File: config.mk
export PLATFORM = sky130hd
export DESIGN_NAME = dispatch_ctrl
export DESIGN_NICKNAME = d
export VERILOG_FILES = /design/src/rtl/dispatch_ctrl_pkg.sv /design/src/rtl/dispatch_ctrl_credit_counter.sv /design/src/rtl/dispatch_ctrl.sv
export SDC_FILE = /design/constraint.sdc
export NUM_CORES = 1
export LEC_CHECK = 0
export ABC_AREA = 1
export BUFFER_PORTS_ARGS = -buffer_cell sky130_fd_sc_hd__buf_2
export CORE_UTILIZATION = 52
export DETAILED_ROUTE_END_ITERATION = 16
export GPL_ROUTABILITY_DRIVEN = 0
export PLACE_DENSITY = 0.86
export SLEW_MARGIN = 5
export SYNTH_ARGS = -nofsm -noshare
export SYNTH_HDL_FRONTEND = slang
export SYNTH_SLANG_ARGS = --single-unit
export TNS_END_PERCENT = 1
File: constraint.sdc
create_clock -name clk -period 14.4 [get_ports clk]
set_input_delay 2.88 -clock clk [delete_from_list [all_inputs] [get_ports clk]]
set_output_delay 2.88 -clock clk [all_outputs]
set_load 0.1 [all_outputs]
File: src/rtl/dispatch_ctrl_pkg.sv
// Shared definitions for the dispatch controller: unit encodings, tag and
// payload widths, and the controller FSM state encoding.
package dispatch_ctrl_pkg;

  localparam int TAG_W     = 4;
  localparam int PAYLOAD_W = 96;

  // Tag 0 marks a register as "not renamed"; it is never handed out.
  localparam logic [TAG_W-1:0] ROB_NOT_RENAMED = '0;

  typedef enum logic [1:0] {
    UNIT_RS  = 2'b00,
    UNIT_LSB = 2'b01,
    UNIT_ROB = 2'b10,
    UNIT_ILL = 2'b11
  } unit_e;

  typedef enum logic [1:0] {
    ST_RUN     = 2'b00,
    ST_FULL    = 2'b01,
    ST_RECOVER = 2'b10
  } state_e;

endpackage

File: src/rtl/dispatch_ctrl_credit_counter.sv
// Saturating credit counter. Starts at MAX, decrements when a slot is
// consumed, increments when a slot is released, snaps back to MAX on restore
// and freezes while hold is high. A release while already at MAX is a
// producer bug: the count holds and the overflow assertion fires.
module dispatch_ctrl_credit_counter
  import dispatch_ctrl_pkg::*;
#(
  parameter int MAX = 16,
  parameter int W   = $clog2(MAX + 1)
) (
  input  logic         clk,
  input  logic         rst,
  input  logic         inc,
  input  logic         dec,
  input  logic         restore,
  input  logic         hold,
  output logic [W-1:0] count,
  output logic         nonzero
);

  localparam logic [W-1:0] MAX_V = W'(MAX);

  logic [W-1:0] r_count;

  // Credit update: restore wins, then hold, then net of inc/dec.
  always_ff @(posedge clk or negedge rst) begin
    if (!rst) begin
      r_count <= MAX_V;
    end else if (restore) begin
      r_count <= MAX_V;
    end else if (!hold) begin
      if (inc && !dec) begin
        if (r_count != MAX_V) r_count <= r_count + 1'b1;
      end else if (dec && !inc) begin
        r_count <= r_count - 1'b1;
      end
    end
  end

  assign count   = r_count;
  assign nonzero = (r_count != '0);

  a_no_overflow: assert property (@(posedge clk) disable iff (!rst)
    !(inc && !dec && !restore && !hold && (r_count == MAX_V)));

  a_no_underflow: assert property (@(posedge clk) disable iff (!rst)
    !(dec && !inc && !restore && !hold && (r_count == '0)));

endmodule

File: src/rtl/dispatch_ctrl.sv
// Credit-based issue controller between the decoder and the back end.
// Holds decoded instructions in a small in-order queue, allocates ROB tags,
// and dispatches the head when the ROB and its target unit both have credit.
// Optional build macro: DISPATCH_STATS_EN adds dispatch/stall counters.
//
// state   | meaning
// RUN     | queue has room, accepting from the decoder
// FULL    | queue holds Q_DEPTH entries, decoder stalled
// RECOVER | one cycle after a flush while fetch redirects
module dispatch_ctrl
  import dispatch_ctrl_pkg::*;
#(
  parameter int ROB_SIZE = 16,
  parameter int RS_SIZE  = 16,
  parameter int LSB_SIZE = 16,
  parameter int Q_DEPTH  = 2
) (
  input  logic                 clk,
  input  logic                 rst,
  input  logic                 rdy,
  input  logic                 flush,
  input  logic                 dec_valid,
  output logic                 dec_ready,
  input  logic [1:0]           dec_unit,
  input  logic                 dec_has_rd,
  input  logic [4:0]           dec_rd,
  input  logic [PAYLOAD_W-1:0] dec_payload,
  input  logic                 rob_release,
  input  logic                 rs_release,
  input  logic                 lsb_release,
  output logic                 disp_valid,
  output logic                 disp_to_rs,
  output logic                 disp_to_lsb,
  output logic [TAG_W-1:0]     disp_tag,
  output logic [4:0]           disp_rd,
  output logic                 disp_rd_we,
  output logic [PAYLOAD_W-1:0] disp_payload
`ifdef DISPATCH_STATS_EN
  ,
  output logic [31:0]          stat_dispatched,
  output logic [31:0]          stat_stall
`endif
);

  localparam int QC_W   = $clog2(Q_DEPTH + 1);
  localparam int QP_W   = (Q_DEPTH > 1) ? $clog2(Q_DEPTH) : 1;
  localparam int ROB_CW = $clog2(ROB_SIZE);
  localparam int RS_CW  = $clog2(RS_SIZE + 1);
  localparam int LSB_CW = $clog2(LSB_SIZE + 1);

  // Queue storage and bookkeeping
  unit_e                r_q_unit    [Q_DEPTH];
  logic                 r_q_has_rd  [Q_DEPTH];
  logic [4:0]           r_q_rd      [Q_DEPTH];
  logic [PAYLOAD_W-1:0] r_q_payload [Q_DEPTH];
  logic [QP_W-1:0]      r_rd_ptr, r_wr_ptr;
  logic [QC_W-1:0]      r_count, w_count_nxt;

  state_e               r_state, w_state_nxt;
  logic [TAG_W-1:0]     r_tail_tag;

  logic                 r_disp_valid, r_disp_to_rs, r_disp_to_lsb, r_disp_rd_we;
  logic [TAG_W-1:0]     r_disp_tag;
  logic [4:0]           r_disp_rd;
  logic [PAYLOAD_W-1:0] r_disp_payload;

  logic                 w_dec_ready, w_flush, w_accept, w_push, w_pop;
  logic                 w_head_valid, w_unit_ok, w_eligible;
  unit_e                w_head_unit;
  logic                 w_rob_nz, w_rs_nz, w_lsb_nz;
  logic [ROB_CW-1:0]    w_rob_cnt;
  logic [RS_CW-1:0]     w_rs_cnt;
  logic [LSB_CW-1:0]    w_lsb_cnt;

  function automatic logic [QP_W-1:0] ptr_inc(input logic [QP_W-1:0] p);
    return (p == QP_W'(Q_DEPTH - 1)) ? '0 : p + 1'b1;
  endfunction

  // A flush is only honoured while the core is enabled; rdy=0 freezes all.
  assign w_flush      = rdy && flush;
  assign w_accept     = rdy && dec_valid && w_dec_ready && !flush;
  assign w_push       = w_accept && (unit_e'(dec_unit) != UNIT_ILL);
  assign w_head_valid = (r_count != '0);
  assign w_head_unit  = r_q_unit[r_rd_ptr];

  // Target-unit credit check for the head entry; ROB-only needs no unit slot.
  always_comb begin
    w_unit_ok = 1'b0;
    case (w_head_unit)
      UNIT_RS:  w_unit_ok = w_rs_nz;
      UNIT_LSB: w_unit_ok = w_lsb_nz;
      UNIT_ROB: w_unit_ok = 1'b1;
      default:  w_unit_ok = 1'b0;
    endcase
  end

  assign w_eligible = rdy && w_head_valid && w_rob_nz && w_unit_ok;
  assign w_pop      = w_eligible && !flush;

  // Occupancy after this edge, ignoring flush (flush clears separately).
  always_comb begin
    w_count_nxt = r_count;
    if (w_push && !w_pop)      w_count_nxt = r_count + 1'b1;
    else if (w_pop && !w_push) w_count_nxt = r_count - 1'b1;
  end

  // Queue write port; entries carry no reset, only pointers/count do.
  always_ff @(posedge clk) begin
    if (w_push) begin
      r_q_unit[r_wr_ptr]    <= unit_e'(dec_unit);
      r_q_has_rd[r_wr_ptr]  <= dec_has_rd;
      r_q_rd[r_wr_ptr]      <= dec_rd;
      r_q_payload[r_wr_ptr] <= dec_payload;
    end
  end

  // Queue pointers and occupancy.
  always_ff @(posedge clk or negedge rst) begin
    if (!rst) begin
      r_rd_ptr <= '0;
      r_wr_ptr <= '0;
      r_count  <= '0;
    end else if (w_flush) begin
      r_rd_ptr <= '0;
      r_wr_ptr <= '0;
      r_count  <= '0;
    end else begin
      if (w_push) r_wr_ptr <= ptr_inc(r_wr_ptr);
      if (w_pop)  r_rd_ptr <= ptr_inc(r_rd_ptr);
      r_count <= w_count_nxt;
    end
  end

  // FSM state register.
  always_ff @(posedge clk or negedge rst) begin
    if (!rst) r_state <= ST_RUN;
    else      r_state <= w_state_nxt;
  end

  // FSM next state and decoder handshake.
  always_comb begin
    w_state_nxt = r_state;
    w_dec_ready = rst && (r_state != ST_RECOVER) && (r_count < QC_W'(Q_DEPTH));
    if (!rdy) begin
      w_state_nxt = r_state;
    end else if (flush) begin
      w_state_nxt = ST_RECOVER;
    end else begin
      case (r_state)
        ST_RUN:     if (w_count_nxt == QC_W'(Q_DEPTH)) w_state_nxt = ST_FULL;
        ST_FULL:    if (w_count_nxt <  QC_W'(Q_DEPTH)) w_state_nxt = ST_RUN;
        ST_RECOVER: w_state_nxt = ST_RUN;
        default:    w_state_nxt = ST_RUN;
      endcase
    end
  end

  // Tag allocator: 1..ROB_SIZE-1, skipping the reserved tag 0.
  always_ff @(posedge clk or negedge rst) begin
    if (!rst) begin
      r_tail_tag <= TAG_W'(1);
    end else if (w_flush) begin
      r_tail_tag <= TAG_W'(1);
    end else if (w_pop) begin
      r_tail_tag <= (r_tail_tag == TAG_W'(ROB_SIZE - 1)) ? TAG_W'(1) : r_tail_tag + 1'b1;
    end
  end

  // Registered dispatch outputs; valid is a single-cycle pulse per pop.
  always_ff @(posedge clk or negedge rst) begin
    if (!rst) begin
      r_disp_valid   <= 1'b0;
      r_disp_to_rs   <= 1'b0;
      r_disp_to_lsb  <= 1'b0;
      r_disp_tag     <= ROB_NOT_RENAMED;
      r_disp_rd      <= '0;
      r_disp_rd_we   <= 1'b0;
      r_disp_payload <= '0;
    end else begin
      r_disp_valid <= w_pop;
      if (w_pop) begin
        r_disp_to_rs   <= (w_head_unit == UNIT_RS);
        r_disp_to_lsb  <= (w_head_unit == UNIT_LSB);
        r_disp_tag     <= r_tail_tag;
        r_disp_rd      <= r_q_rd[r_rd_ptr];
        r_disp_rd_we   <= r_q_has_rd[r_rd_ptr] && (r_q_rd[r_rd_ptr] != 5'd0);
        r_disp_payload <= r_q_payload[r_rd_ptr];
      end
    end
  end

  dispatch_ctrl_credit_counter #(.MAX(ROB_SIZE - 1), .W(ROB_CW)) u_rob_credit (
    .clk     (clk),
    .rst     (rst),
    .inc     (rob_release),
    .dec     (w_pop),
    .restore (w_flush),
    .hold    (!rdy),
    .count   (w_rob_cnt),
    .nonzero (w_rob_nz)
  );

  dispatch_ctrl_credit_counter #(.MAX(RS_SIZE), .W(RS_CW)) u_rs_credit (
    .clk     (clk),
    .rst     (rst),
    .inc     (rs_release),
    .dec     (w_pop && (w_head_unit == UNIT_RS)),
    .restore (w_flush),
    .hold    (!rdy),
    .count   (w_rs_cnt),
    .nonzero (w_rs_nz)
  );

  dispatch_ctrl_credit_counter #(.MAX(LSB_SIZE), .W(LSB_CW)) u_lsb_credit (
    .clk     (clk),
    .rst     (rst),
    .inc     (lsb_release),
    .dec     (w_pop && (w_head_unit == UNIT_LSB)),
    .restore (w_flush),
    .hold    (!rdy),
    .count   (w_lsb_cnt),
    .nonzero (w_lsb_nz)
  );

  a_pop_has_credit: assert property (@(posedge clk) disable iff (!rst)
    w_pop |-> (w_rob_cnt != '0)
              && ((w_head_unit != UNIT_RS)  || (w_rs_cnt  != '0))
              && ((w_head_unit != UNIT_LSB) || (w_lsb_cnt != '0)));

`ifdef DISPATCH_STATS_EN
  logic [31:0] r_stat_dispatched, r_stat_stall;

  // Saturating activity counters; survive flush, cleared only by reset.
  always_ff @(posedge clk or negedge rst) begin
    if (!rst) begin
      r_stat_dispatched <= '0;
      r_stat_stall      <= '0;
    end else if (rdy) begin
      if (w_pop && (r_stat_dispatched != '1))
        r_stat_dispatched <= r_stat_dispatched + 1'b1;
      if (w_head_valid && !w_eligible && (r_stat_stall != '1))
        r_stat_stall <= r_stat_stall + 1'b1;
    end
  end

  assign stat_dispatched = r_stat_dispatched;
  assign stat_stall      = r_stat_stall;
`endif

  assign dec_ready    = w_dec_ready;
  assign disp_valid   = r_disp_valid;
  assign disp_to_rs   = r_disp_to_rs;
  assign disp_to_lsb  = r_disp_to_lsb;
  assign disp_tag     = r_disp_tag;
  assign disp_rd      = r_disp_rd;
  assign disp_rd_we   = r_disp_rd_we;
  assign disp_payload = r_disp_payload;

endmodule

==> reports/summary.md, run 1 <==
The tools report the detailed-route via count as 8238. Total overflow reported by the global router: 0. The initial standard-cell utilization of the core was 53.52%; the count of port buffers added during placement was 221. The average routed wire per standard cell is 17.14 um. After routing, the total negative slack on setup checks comes to 0 ps. Of all nets on the critical path, the largest fanout is 77. The detailed router finished its first iteration with 571 violations. The clock passes through at most 3 buffers. After clock tree synthesis, the clock-pin slew on the worst setup and hold paths is 60 ps. The number of remaining DRC errors is 0, and the share of the yosys chip area belonging to registers is 75.38%. The final critical-path share of the clock period came out at 49.67%.

The first global-routing pass estimated 41.03 mm of wire. For this block, the routed nets add up to 26.72 mm of wire. At the worst endpoint, the required time is 11520 ps. TritonCTS built the clock tree.

The die covers 25080 um2. The tools report the top-level port count as 222. The critical path is of the input port to output port type. Once the clock tree was built, the setup fixing pass inserted 0 buffers. Cells with a size suffix above 1 make up 24.01% of the layout. The logs give 0 for the number of setup violations in the final report and 0 for the remaining number of nets flagged by the antenna check after routing. The tools report the cell area after technology mapping as 12710 um2.

The highest clock frequency the design can meet is 139.8 MHz, and the area growth from synthesis to layout is 19.47%. The number of global-route vias before repair is 8100. The number of gates resized after CTS was 0. Warning count from the yosys run: 0. Entering global routing, the biggest net connects 121 pins.

The floorplan has 56 rows. Across all register-to-register paths, the minimum setup slack is 9960 ps. For the worst setup path, the data arrival time is 4270 ps. Setup repair after global routing left no endpoint under its margin. Prior to clock tree synthesis, the placed netlist has a worst setup slack of 7194 ps. The height of the die is 158.4 um, and the number of standard cells in the final layout excluding fillers is 1559. The maximum cell stage delay along the critical path is 520 ps. In this run, distinct cell masters in the synthesized netlist total 31. The run gives 23750 um2 as the core box area.

The run gives 16.64 mm as the sum of net half-perimeters after detailed placement. Clock skew on the completed layout was measured at 23.88 ps. For this run, the post-layout net count is 1338.

The total placed cells including tap cells is 1492. The cell type group with the largest total delay on the critical path is buffers and inverters. The quantity of hold-fixing buffers added after cts is 0. Measured along the x axis, the die boundary spans 158.4 um. For the iteration count of the initial detailed-routing pass, the log shows 5. Walking the worst path, the cells encountered are buf_6 > nand2_1 > a21oi_1 > buf_2. The number of nets in the synthesized netlist is 1121. For the max capacitance violation total, the log shows 0. The logs give 993 for the gate count of the mapped netlist and 7248 ps for the smallest setup slack after layout. At the pin with the least slew margin, the transition time is 1150 ps. The library cell used most frequently in the layout, excluding fill and tap cells, is sky130_fd_sc_hd__nand2_1.

The slowest cell on the critical path was sky130_fd_sc_hd__buf_6. In this run, synthesis produced a sequential element count of 341. In this run, CTS created clock tree buffers numbering 35. The top cell types in the final layout, fill and taps aside, are sky130_fd_sc_hd__nand2_1, sky130_fd_sc_hd__buf_2, sky130_fd_sc_hd__edfxtp_1. The worst setup path is launched from an input port. The final-report hold violation count is 0, and the minimum clock period after layout is 7152 ps. On the final layout, the worst hold slack is 477.6 ps.

Number of vias per cell: 5.284. The worst slew slack as a fraction of its limit is 23.32%, and the initial antenna violation count is 3. The path type of the worst min-delay path was flop to flop. The tools report the capturing element type of the critical path as an output port. Buffer type at the clock tree root: sky130_fd_sc_hd__clkbuf_16.

The CTS sink count was 341. The run finished with clean final reports. The number of max-slew violations in the final report is 0. The synthesized area per cell is 12.80 um2, and the H-tree depth reported by CTS is 2. For the source-to-sink clock delay at the later pin of the worst-skew pair, the log shows 510 ps. Counting both buffers and inverters, the worst setup path holds a total of 2. For this run, the total global-route usage over all layers was measured as 21.43%.
## final cells by class
cell class	count	area, um2
Clock inverter	11	71.32
Timing Repair Buffer	228	1165
Inverter	29	115.1
Tap cell	319	399.1
Fill cell	1758	8564
Multi-Input combinational cell	575	2809
Sequential cell	341	9587
Antenna cell	3	7.507
Clock buffer	53	1035
## flip-flops by register name (all words and copies together) (netlist names)
signal              count
disp_payload           96
disp_rd                 5
disp_rd_we              1
disp_tag                4
disp_to_lsb             1
disp_to_rs              1
disp_valid              1
r_count                 2
r_q_has_rd              2
r_q_payload           192
r_q_rd                 10
r_q_unit                4
r_rd_ptr                1
r_state                 2
r_tail_tag              4
r_wr_ptr                1
u_lsb_credit.count      5
u_rob_credit.count      4
u_rs_credit.count       5
## synth_stat cells
master / instances / area, um2
sky130_fd_sc_hd__nand2_1: 255 / 957.2
sky130_fd_sc_hd__edfxtp_1: 208 / 6246
sky130_fd_sc_hd__dfrtp_1: 126 / 3153
sky130_fd_sc_hd__nor2_1: 115 / 431.7
sky130_fd_sc_hd__a31oi_1: 97 / 606.8
sky130_fd_sc_hd__inv_1: 26 / 97.59
sky130_fd_sc_hd__clkbuf_1: 24 / 90.09
sky130_fd_sc_hd__buf_2: 20 / 100.1
sky130_fd_sc_hd__o21ai_0: 18 / 90.09
sky130_fd_sc_hd__a21oi_1: 17 / 85.08
sky130_fd_sc_hd__nand3_1: 17 / 85.08
sky130_fd_sc_hd__ha_1: 13 / 162.7
sky130_fd_sc_hd__xnor2_1: 10 / 87.58
sky130_fd_sc_hd__dfstp_2: 7 / 183.9
sky130_fd_sc_hd__mux2i_1: 5 / 50.05
sky130_fd_sc_hd__nor3_1: 5 / 25.02
sky130_fd_sc_hd__nand4_1: 4 / 25.02
sky130_fd_sc_hd__fa_1: 3 / 60.06
sky130_fd_sc_hd__inv_2: 3 / 11.26
sky130_fd_sc_hd__nand2_2: 3 / 18.77
sky130_fd_sc_hd__o211ai_1: 3 / 22.52
sky130_fd_sc_hd__xor2_1: 3 / 26.28
sky130_fd_sc_hd__buf_4: 2 / 15.01
sky130_fd_sc_hd__buf_6: 2 / 22.52
sky130_fd_sc_hd__a211oi_1: 1 / 7.510
sky130_fd_sc_hd__nand3_4: 1 / 17.52
sky130_fd_sc_hd__nand3b_1: 1 / 7.510
sky130_fd_sc_hd__nor2_2: 1 / 6.260
sky130_fd_sc_hd__o2111ai_1: 1 / 8.760
sky130_fd_sc_hd__o21ai_1: 1 / 5.000
sky130_fd_sc_hd__o31ai_1: 1 / 7.510
## kinds of logic (layout without fill, tap and decap cells)
logic type               after synthesis  after routing  share of synthesized area, %
AND/OR/NAND/NOR                      402            402                         12.38
other                                  0              3                             0
adder cells (fa/ha/maj)               16             16                         1.752
buffers and inverters                 77            321                         2.647
flip-flops                           341            341                         75.38
AO/OA/AOI/OAI                        139            139                         6.554
multiplexers                           5              5                        0.3937
XOR/XNOR                              13             13                        0.8956
## worst paths after layout
check                             from                     to  cells after the start
max                                rst              dec_ready                      4
min                        disp_to_lsb            disp_to_lsb                      2
max reg2reg                   r_rd_ptr  u_lsb_credit.count[4]                     18
min reg2reg                disp_to_lsb            disp_to_lsb                      2
max in group asynchronous          rst               r_rd_ptr                      2
min in group asynchronous          rst             disp_rd[4]                      1
## metal layers
metal | wire length (um) | share of wire [%] | global-route usage, %
met1 | 10710 | 40 | 26.40
met2 | 13570 | 51 | 37.30
met3 | 1823 | 6.8 | 4.927
met5 | 11 | 0.041 | 0
met4 | 608 | 2.3 | 7.097
## tightest hold or removal path, delay by kind of cell, from the launching register on
kind	cells	cell delay, ps
DFF	1	340
and+or+nand+nor	2	100
## stage by stage
stage          instance area (um2)  utilization (%)
2_1_floorplan                12710                -
3_3_place_gp                 14070            59.26
3_5_place_dp                 14070            59.26
4_1_cts                      15180            63.91
5_1_grt                      15180            63.92
6_report                     15190            63.94
Power of run 1 is left out: the tool's default activity adds up to more than one toggle a clock period on the data nets, which glitch-free logic cannot reach.
==> run 2: changes to the inputs <==
--- a/config.mk
+++ b/config.mk
@@ -7,7 +7,7 @@
 export LEC_CHECK = 0
 export ABC_AREA = 1
 export BUFFER_PORTS_ARGS = -buffer_cell sky130_fd_sc_hd__buf_2
-export CORE_UTILIZATION = 52
+export CORE_UTILIZATION = 50
 export DETAILED_ROUTE_END_ITERATION = 16
 export GPL_ROUTABILITY_DRIVEN = 0
 export PLACE_DENSITY = 0.86
==> constraint.sdc (replaced) <==
create_clock -name clk -period 6.05 [get_ports clk]
set_input_delay 1.21 -clock clk [delete_from_list [all_inputs] [get_ports clk]]
set_output_delay 1.21 -clock clk [all_outputs]
set_load 0.1 [all_outputs]
==> run 2 against run 1 <==
  * Sequential cell count unchanged
  * Sequential share of layout area is 0.33 points lower
  * Hold slack improved by 10 ps
  * Non-clock buffer count rose by 1
  * Core utilization fell by 1.9 points
  * Setup slack worse by 5400 ps
  * Clock skew down 6.9 ps
  * Register-to-register slack worse by 8100 ps
  * Via count grew 0.68%
  * Critical path depth increased by 13
  * Largest cell class unchanged
==> reports/summary.md, run 2 (same netlist as run 1, synthesis figures left out) <==
The run finished with clean final reports. The count of standard-cell rows came out at 57 (+1.8%). The utilization after layout is 62.05% (-1.9 points). The buffer and inverter count on the worst path works out to 4 (+2). The fraction of final layout cells with drive strength greater than 1 was 23.67% (-0.34 points); the wire length of the first global-routing pass was 42.21 mm (+2.9%). The logs give 0 (unchanged) for the final-report hold violation count and 1564 (+0.32%) for the number of standard cells in the final layout excluding fillers. The number of vias per cell was 5.303 (+0.36%). The clock-pin slew reported for the worst setup and hold paths after clock tree synthesis works out to 50 ps (about the same). The height of the die was 161.5 um (+2.0%). The top-level port count was 222 (unchanged).

The final critical-path share of the clock period works out to 69.54%. The tools report the layout filler cell count as 1813 (+3.1%). Maximum buffer depth of the clock tree: 3 (unchanged). The post-CTS setup repair buffer count came out at 0 (unchanged).

The H-tree depth reported by CTS came out at 2 (unchanged). For the worst path arrival time, the log shows 4610 ps (+340 ps). The run gives 237.7 MHz as the highest clock frequency the design can meet. The tools report the core box area as 24600 um2 (+3.6%). Actual slew at the worst max-slew pin: 1101 ps (-49.32 ps).

The number of max-slew violations in the final report is 0 (unchanged). Number of instances resized during post-cts repair: 0 (unchanged). The CTS sink count came out at 341 (unchanged).

For the number of setup violations in the final report, the log shows 0 (unchanged). The CTS buffer count was 35 (unchanged). The pin count of the biggest net entering global routing is 104 (-14%). The library cells used most frequently in the layout, excluding fill and tap cells, are sky130_fd_sc_hd__nand2_1, sky130_fd_sc_hd__buf_2, sky130_fd_sc_hd__edfxtp_1.

The tools report the total overflow reported by the global router as 0 (unchanged). STA classifies the critical path startpoint as a flop. The run gives 6450 ps (-5070 ps) as the data required time of the critical path. The tools report the number of remaining DRC errors as 0 (unchanged). The run gives 779 (+36%) as the first-iteration detailed-routing DRC count.

Slowest cell on the critical path: sky130_fd_sc_hd__clkinv_2. The width of the die was 161.5 um (+2.0%). For the quantity of hold-fixing buffers added after cts, the log shows 0 (unchanged).

The library cell used most frequently in the layout, excluding fill and tap cells, is sky130_fd_sc_hd__nand2_1. Total placed cells including tap cells: 1498 (+0.40%). CTS placed an instance of sky130_fd_sc_hd__clkbuf_16 at the clock tree root. The sum of net half-perimeters after detailed placement was 16.56 mm (-0.51%); the aggregate global-route resource usage was 20.84% (-0.60 points). In this design, the critical path's most frequently occurring cell is sky130_fd_sc_hd__nand2_1. Setup repair after global routing left no endpoint under its margin. TritonCTS built the clock tree.

Max capacitance violation total: 0 (unchanged). The register with the most flip-flops in the final layout is r_q_payload. The number of nets in the layout is 1339 (+0.075%). The count of port buffers added during placement came out at 221 (unchanged). The average routed wire per standard cell was 16.95 um (-1.1%). The tightest min-delay check is of the flop to flop type. The tools report the remaining number of nets flagged by the antenna check after routing as 0 (unchanged).

The iteration count of the initial detailed-routing pass was 5 (unchanged); the maximum cell stage delay along the critical path was 590 ps (+70 ps). The critical path is of the flop to flop type. Minimum clock period after layout: 4207 ps.

The initial antenna violation count was 4 (+1); the die footprint was 26070 um2 (+4.0%). The maximum clock skew at final layout is 16.96 ps (-6.920 ps), and the post-detailed-routing wire length is 26.51 mm (-0.79%). The sum of negative setup slack was 0 ps (unchanged).

Compared with the post-synthesis result, the final layout area differs by 20.10%. The source-to-sink clock delay at the later pin of the worst-skew pair was 510 ps (about the same). STA classifies the critical path endpoint as a flop. The flip-flop count of the largest register after layout is 192 (unchanged), and the initial standard-cell utilization of the core is 51.67% (-1.9 points). The detailed-route via count came out at 8294 (+0.68%). Worst slew slack as a fraction of its limit: 26.61% (+3.3 points).

The largest driver fanout on the critical path works out to 103 (+34%). The kind of cell with the highest combined delay along the critical path is buffers and inverters. The critical path goes through clkinv_2 > nand2_1 > nand2_1 > inv_2 > nand2_1 > nand2_2 > nand3_4 > inv_6 > nand3_1 > ha_1 > inv_1 > ha_1 > a21oi_1 > nand2_1 > xor2_1 > nand2_1 > o211ai_1. The number of global-route vias before repair is 8549 (+5.5%).
[run 2: cell count changes in the layout (fill, tap and decap cells not counted)]
cell,before,now
sky130_fd_sc_hd__buf_12,0,1
sky130_fd_sc_hd__bufinv_16,0,4
sky130_fd_sc_hd__clkbuf_1,10,16
sky130_fd_sc_hd__clkbuf_8,7,3
sky130_fd_sc_hd__clkinv_1,3,2
sky130_fd_sc_hd__clkinv_2,5,1
sky130_fd_sc_hd__clkinvlp_4,2,1
sky130_fd_sc_hd__diode_2,3,2
[run 2: cell type report]
cell class | instances | area (um2) | area share [%]
tap | 324 | 405.4 | 2.655
timing repair buffer | 229 | 1185 | 7.760
clock buffer | 55 | 1002 | 6.564
antenna | 2 | 5.005 | 0.03278
inverter | 29 | 115.1 | 0.7539
sequential | 341 | 9587 | 62.79
clock inverter | 9 | 160.2 | 1.049
multi-input combinational | 575 | 2809 | 18.40
[run 2: layer usage]
layer / wire length (um) / part of all wire (%) / up-vias / track usage (%)
li1: - / - / 3892 / -
met1: 10060 / 38 / 3960 / 23.80
met2: 13510 / 51 / 364 / 37.09
met3: 2222 / 8.4 / 74 / 5.624
met4: 694 / 2.6 / 4 / 8.233
met5: 22 / 0.083 / - / 0
[run 2: final timing paths]
path / start / to / slack (ps) / cells past startpoint
hold / removal: disp_rd[0] / disp_rd[0] / 490 / 2
setup reg to reg: r_rd_ptr / u_lsb_credit.count[4] / 1840 / 17
hold reg to reg: disp_rd[0] / disp_rd[0] / 490 / 2
min in group asynchronous: rst / r_count[0] / 680 / 1
max in group asynchronous: rst / disp_payload[67] / 3970 / 2
setup / recovery: r_rd_ptr / u_lsb_credit.count[4] / 1840 / 17
[run 2: per-stage QoR]
stage                     instance area [um2]  hold slack (ps)  setup slack (ps)
after detailed placement                14100            469.3              1757
after global placement                  14100            475.0              1925
after global routing                    15270            524.4              1392
final                                   15270            488.0              1843
after floorplan                         12720            453.2            -336.3
after CTS                               15260            485.3              1857
[run 2: worst min-delay path: stages (launching register included)]
cell	delay, ps
sky130_fd_sc_hd__dfrtp_1	340
sky130_fd_sc_hd__nand2_1	50
sky130_fd_sc_hd__o21ai_0	60
Power of run 2 is left out for the same reason.
==> run 3: changes to the inputs <==
--- a/config.mk
+++ b/config.mk
@@ -7,7 +7,7 @@
 export LEC_CHECK = 0
 export ABC_AREA = 1
 export BUFFER_PORTS_ARGS = -buffer_cell sky130_fd_sc_hd__buf_2
-export CORE_UTILIZATION = 50
+export CORE_UTILIZATION = 52
 export DETAILED_ROUTE_END_ITERATION = 16
 export GPL_ROUTABILITY_DRIVEN = 0
 export PLACE_DENSITY = 0.86
==> constraint.sdc (replaced) <==
create_clock -name clk -period 3.9 [get_ports clk]
set_input_delay 0.78 -clock clk [delete_from_list [all_inputs] [get_ports clk]]
set_output_delay 0.78 -clock clk [all_outputs]
set_load 0.1 [all_outputs]
==> run 3 against run 2 <==
  * Clock-buffer cell count is 11 lower
  * Highest routed layer unchanged
  * Critical endpoint is now u_lsb_credit.count[3]
  * Largest cell class unchanged
  * Critical path depth fell by 1
  * Design area shrank 0.11%
  * Setup slack got worse by 1100 ps
  * Core utilization increased by 2.2 points
  * Cell count down 0.19%
  * First-iteration DRC count fell by 19%
==> reports/summary.md, run 3 (same netlist as run 1, synthesis figures left out) <==
Setup repair after global routing left no endpoint under its margin. The tools report the iteration count of the initial detailed-routing pass as 6 (+1). The post-CTS setup repair buffer count was 0 (unchanged); the fraction of final layout cells with drive strength greater than 1 was 24.13% (+0.47 points). The flip-flop count of the largest register after layout came out at 192 (unchanged). The library cells used most frequently in the layout, excluding fill and tap cells, are sky130_fd_sc_hd__nand2_1, sky130_fd_sc_hd__buf_2, sky130_fd_sc_hd__edfxtp_1.

For the layout filler cell count, the log shows 1736 (-4.2%). The logs give 632 (-19%) for the first-iteration detailed-routing DRC count and 0 (unchanged) for the number of max-slew violations in the final report. The minimum clock period after layout works out to 3194 ps (-1014 ps). The final critical-path share of the clock period is 81.89% (+12 points), and the CTS sink count is 341 (unchanged). For the smallest setup slack after layout, the log shows 706.4 ps (-1136 ps). The tools report the maximum clock skew at final layout as 19.05 ps (+2.091 ps). The tools report the die footprint as 25080 um2 (-3.8%). Highest clock frequency the design can meet: 313.1 MHz (+32%). Average routed wire per standard cell: 17.19 um (+1.4%).

The register containing the most flip-flops in the final layout is r_q_payload. The sum of net half-perimeters after detailed placement was 16.27 mm (-1.7%); the wire length of the first global-routing pass was 41.58 mm (-1.5%). The height of the die was 158.4 um (-1.9%); the max capacitance violation total was 0 (unchanged). The library cell used most frequently in the layout, excluding fill and tap cells, is sky130_fd_sc_hd__nand2_1. For the total overflow reported by the global router, the log shows 0 (unchanged). By startpoint and endpoint, the worst setup path is classified as flop to flop. The source-to-sink clock delay at the later pin of the worst-skew pair was 520 ps (about the same).

TritonCTS built the clock tree. The number of setup violations in the final report was 0 (unchanged). The clock-pin slew reported for the worst setup and hold paths after clock tree synthesis was 60 ps (about the same). The root buffer cell chosen for the clock tree is sky130_fd_sc_hd__clkbuf_16.

The detailed-route via count was 8406 (+1.4%); the number of remaining DRC errors was 0 (unchanged). The tools report the worst path arrival time as 3600 ps (-1010 ps). STA classifies the critical path endpoint as a flop. The run gives 56 (-1.8%) as the count of standard-cell rows.

The logs give 684.1 ps (-1073 ps) for the placement-stage worst setup slack and 0 ps (unchanged) for the sum of negative setup slack. Aggregate global-route resource usage: 21.78% (+0.94 points). The run gives 8228 (-3.8%) as the number of global-route vias before repair.

The run gives 2 (unchanged) as the H-tree depth reported by CTS. The final-report hold violation count is 0 (unchanged), and the post-detailed-routing wire length is 26.83 mm (+1.2%). The quantity of hold-fixing buffers added after cts was 0 (unchanged).

The number of vias per cell was 5.385 (+1.5%); the number of nets in the layout was 1341 (+0.15%). The run gives 4310 ps (-2140 ps) as the data required time of the critical path. Largest driver fanout on the critical path: 34 (-67%). The path type of the worst min-delay path is input port to async pin. The logs give 3 (unchanged) for the maximum buffer depth of the clock tree and 6 (+2) for the initial antenna violation count. The worst slew slack as a fraction of its limit is 22.35% (-4.3 points). The remaining number of nets flagged by the antenna check after routing was 0 (unchanged); the width of the die was 158.4 um (-1.9%). The count of port buffers added during placement is 221 (unchanged).

The worst setup path is launched from a flop. The top-level port count is 222 (unchanged), and the number of instances resized during post-cts repair is 0 (unchanged). Initial standard-cell utilization of the core: 53.52% (+1.9 points). For the pin count of the biggest net entering global routing, the log shows 117 (+13%).

The area of the multi-input gates was 2820 um2 (+0.40%); the actual slew at the worst max-slew pin was 1165 ps (+63.83 ps). The area growth from synthesis to layout works out to 19.97%. The run finished with clean final reports.

For the CTS buffer count, the log shows 35 (unchanged). The core box area is 23750 um2 (-3.5%). The area taken by flip-flops and latches is 9587 um2 (unchanged).
==> run 3: per-layer routing <==
layer	share of wire [%]	global-route usage, %	vias up
met2	50	37.01	346
met1	40	27.00	4069
met5	0.13	0	-
li1	-	-	3906
met3	6.9	4.899	79
met4	3.1	8.974	6
==> run 3: critical path, cell delays in order (launching register included) <==
cell and delay [ps]:
sky130_fd_sc_hd__dfrtp_4 680, sky130_fd_sc_hd__clkinv_2 170, sky130_fd_sc_hd__nand2_1 90, sky130_fd_sc_hd__nand2_1 90, sky130_fd_sc_hd__inv_2 70, sky130_fd_sc_hd__nand2_1 60, sky130_fd_sc_hd__nand2_2 110, sky130_fd_sc_hd__nand3_4 260
sky130_fd_sc_hd__inv_6 160, sky130_fd_sc_hd__nand3_1 110, sky130_fd_sc_hd__ha_1 250, sky130_fd_sc_hd__inv_1 150, sky130_fd_sc_hd__ha_1 300, sky130_fd_sc_hd__a21oi_1 150, sky130_fd_sc_hd__nand2_1 80, sky130_fd_sc_hd__xnor2_1 130
sky130_fd_sc_hd__a21oi_1 220
==> run 3: layout make-up <==
class | instances | share of cell area (%)
antenna | 3 | 0.04922
clock buffer | 44 | 6.169
clock inverter | 19 | 1.034
inverter | 29 | 0.7547
multi-input combinational | 575 | 18.49
sequential | 341 | 62.85
tap | 319 | 2.617
timing repair buffer | 231 | 8.031
==> run 3: through the flow <==
step	utilization [%]	hold WS, ps	area (um2)	instances
2_1_floorplan	-	453.2	12740	993
3_3_place_gp	59.56	466.2	14150	1495
3_5_place_dp	59.56	477.3	14150	1495
4_1_cts	64.18	425.4	15240	1558
5_1_grt	64.20	424.6	15250	1560
6_report	64.21	446.5	15250	1561
==> run 3: final timing paths <==
check	slack [ps]	startpoint	endpoint	cells after the start
hold / removal	450	rst	r_state[0]	2
hold reg to reg	490	disp_tag[1]	disp_tag[1]	2
setup / recovery	710	r_rd_ptr	u_lsb_credit.count[3]	16
max in group asynchronous	2040	rst	disp_payload[79]	3
min in group clk	450	dec_payload[30]	r_q_payload[1][30]	1
setup reg to reg	710	r_rd_ptr	u_lsb_credit.count[3]	16
Power of run 3 is left out for the same reason.
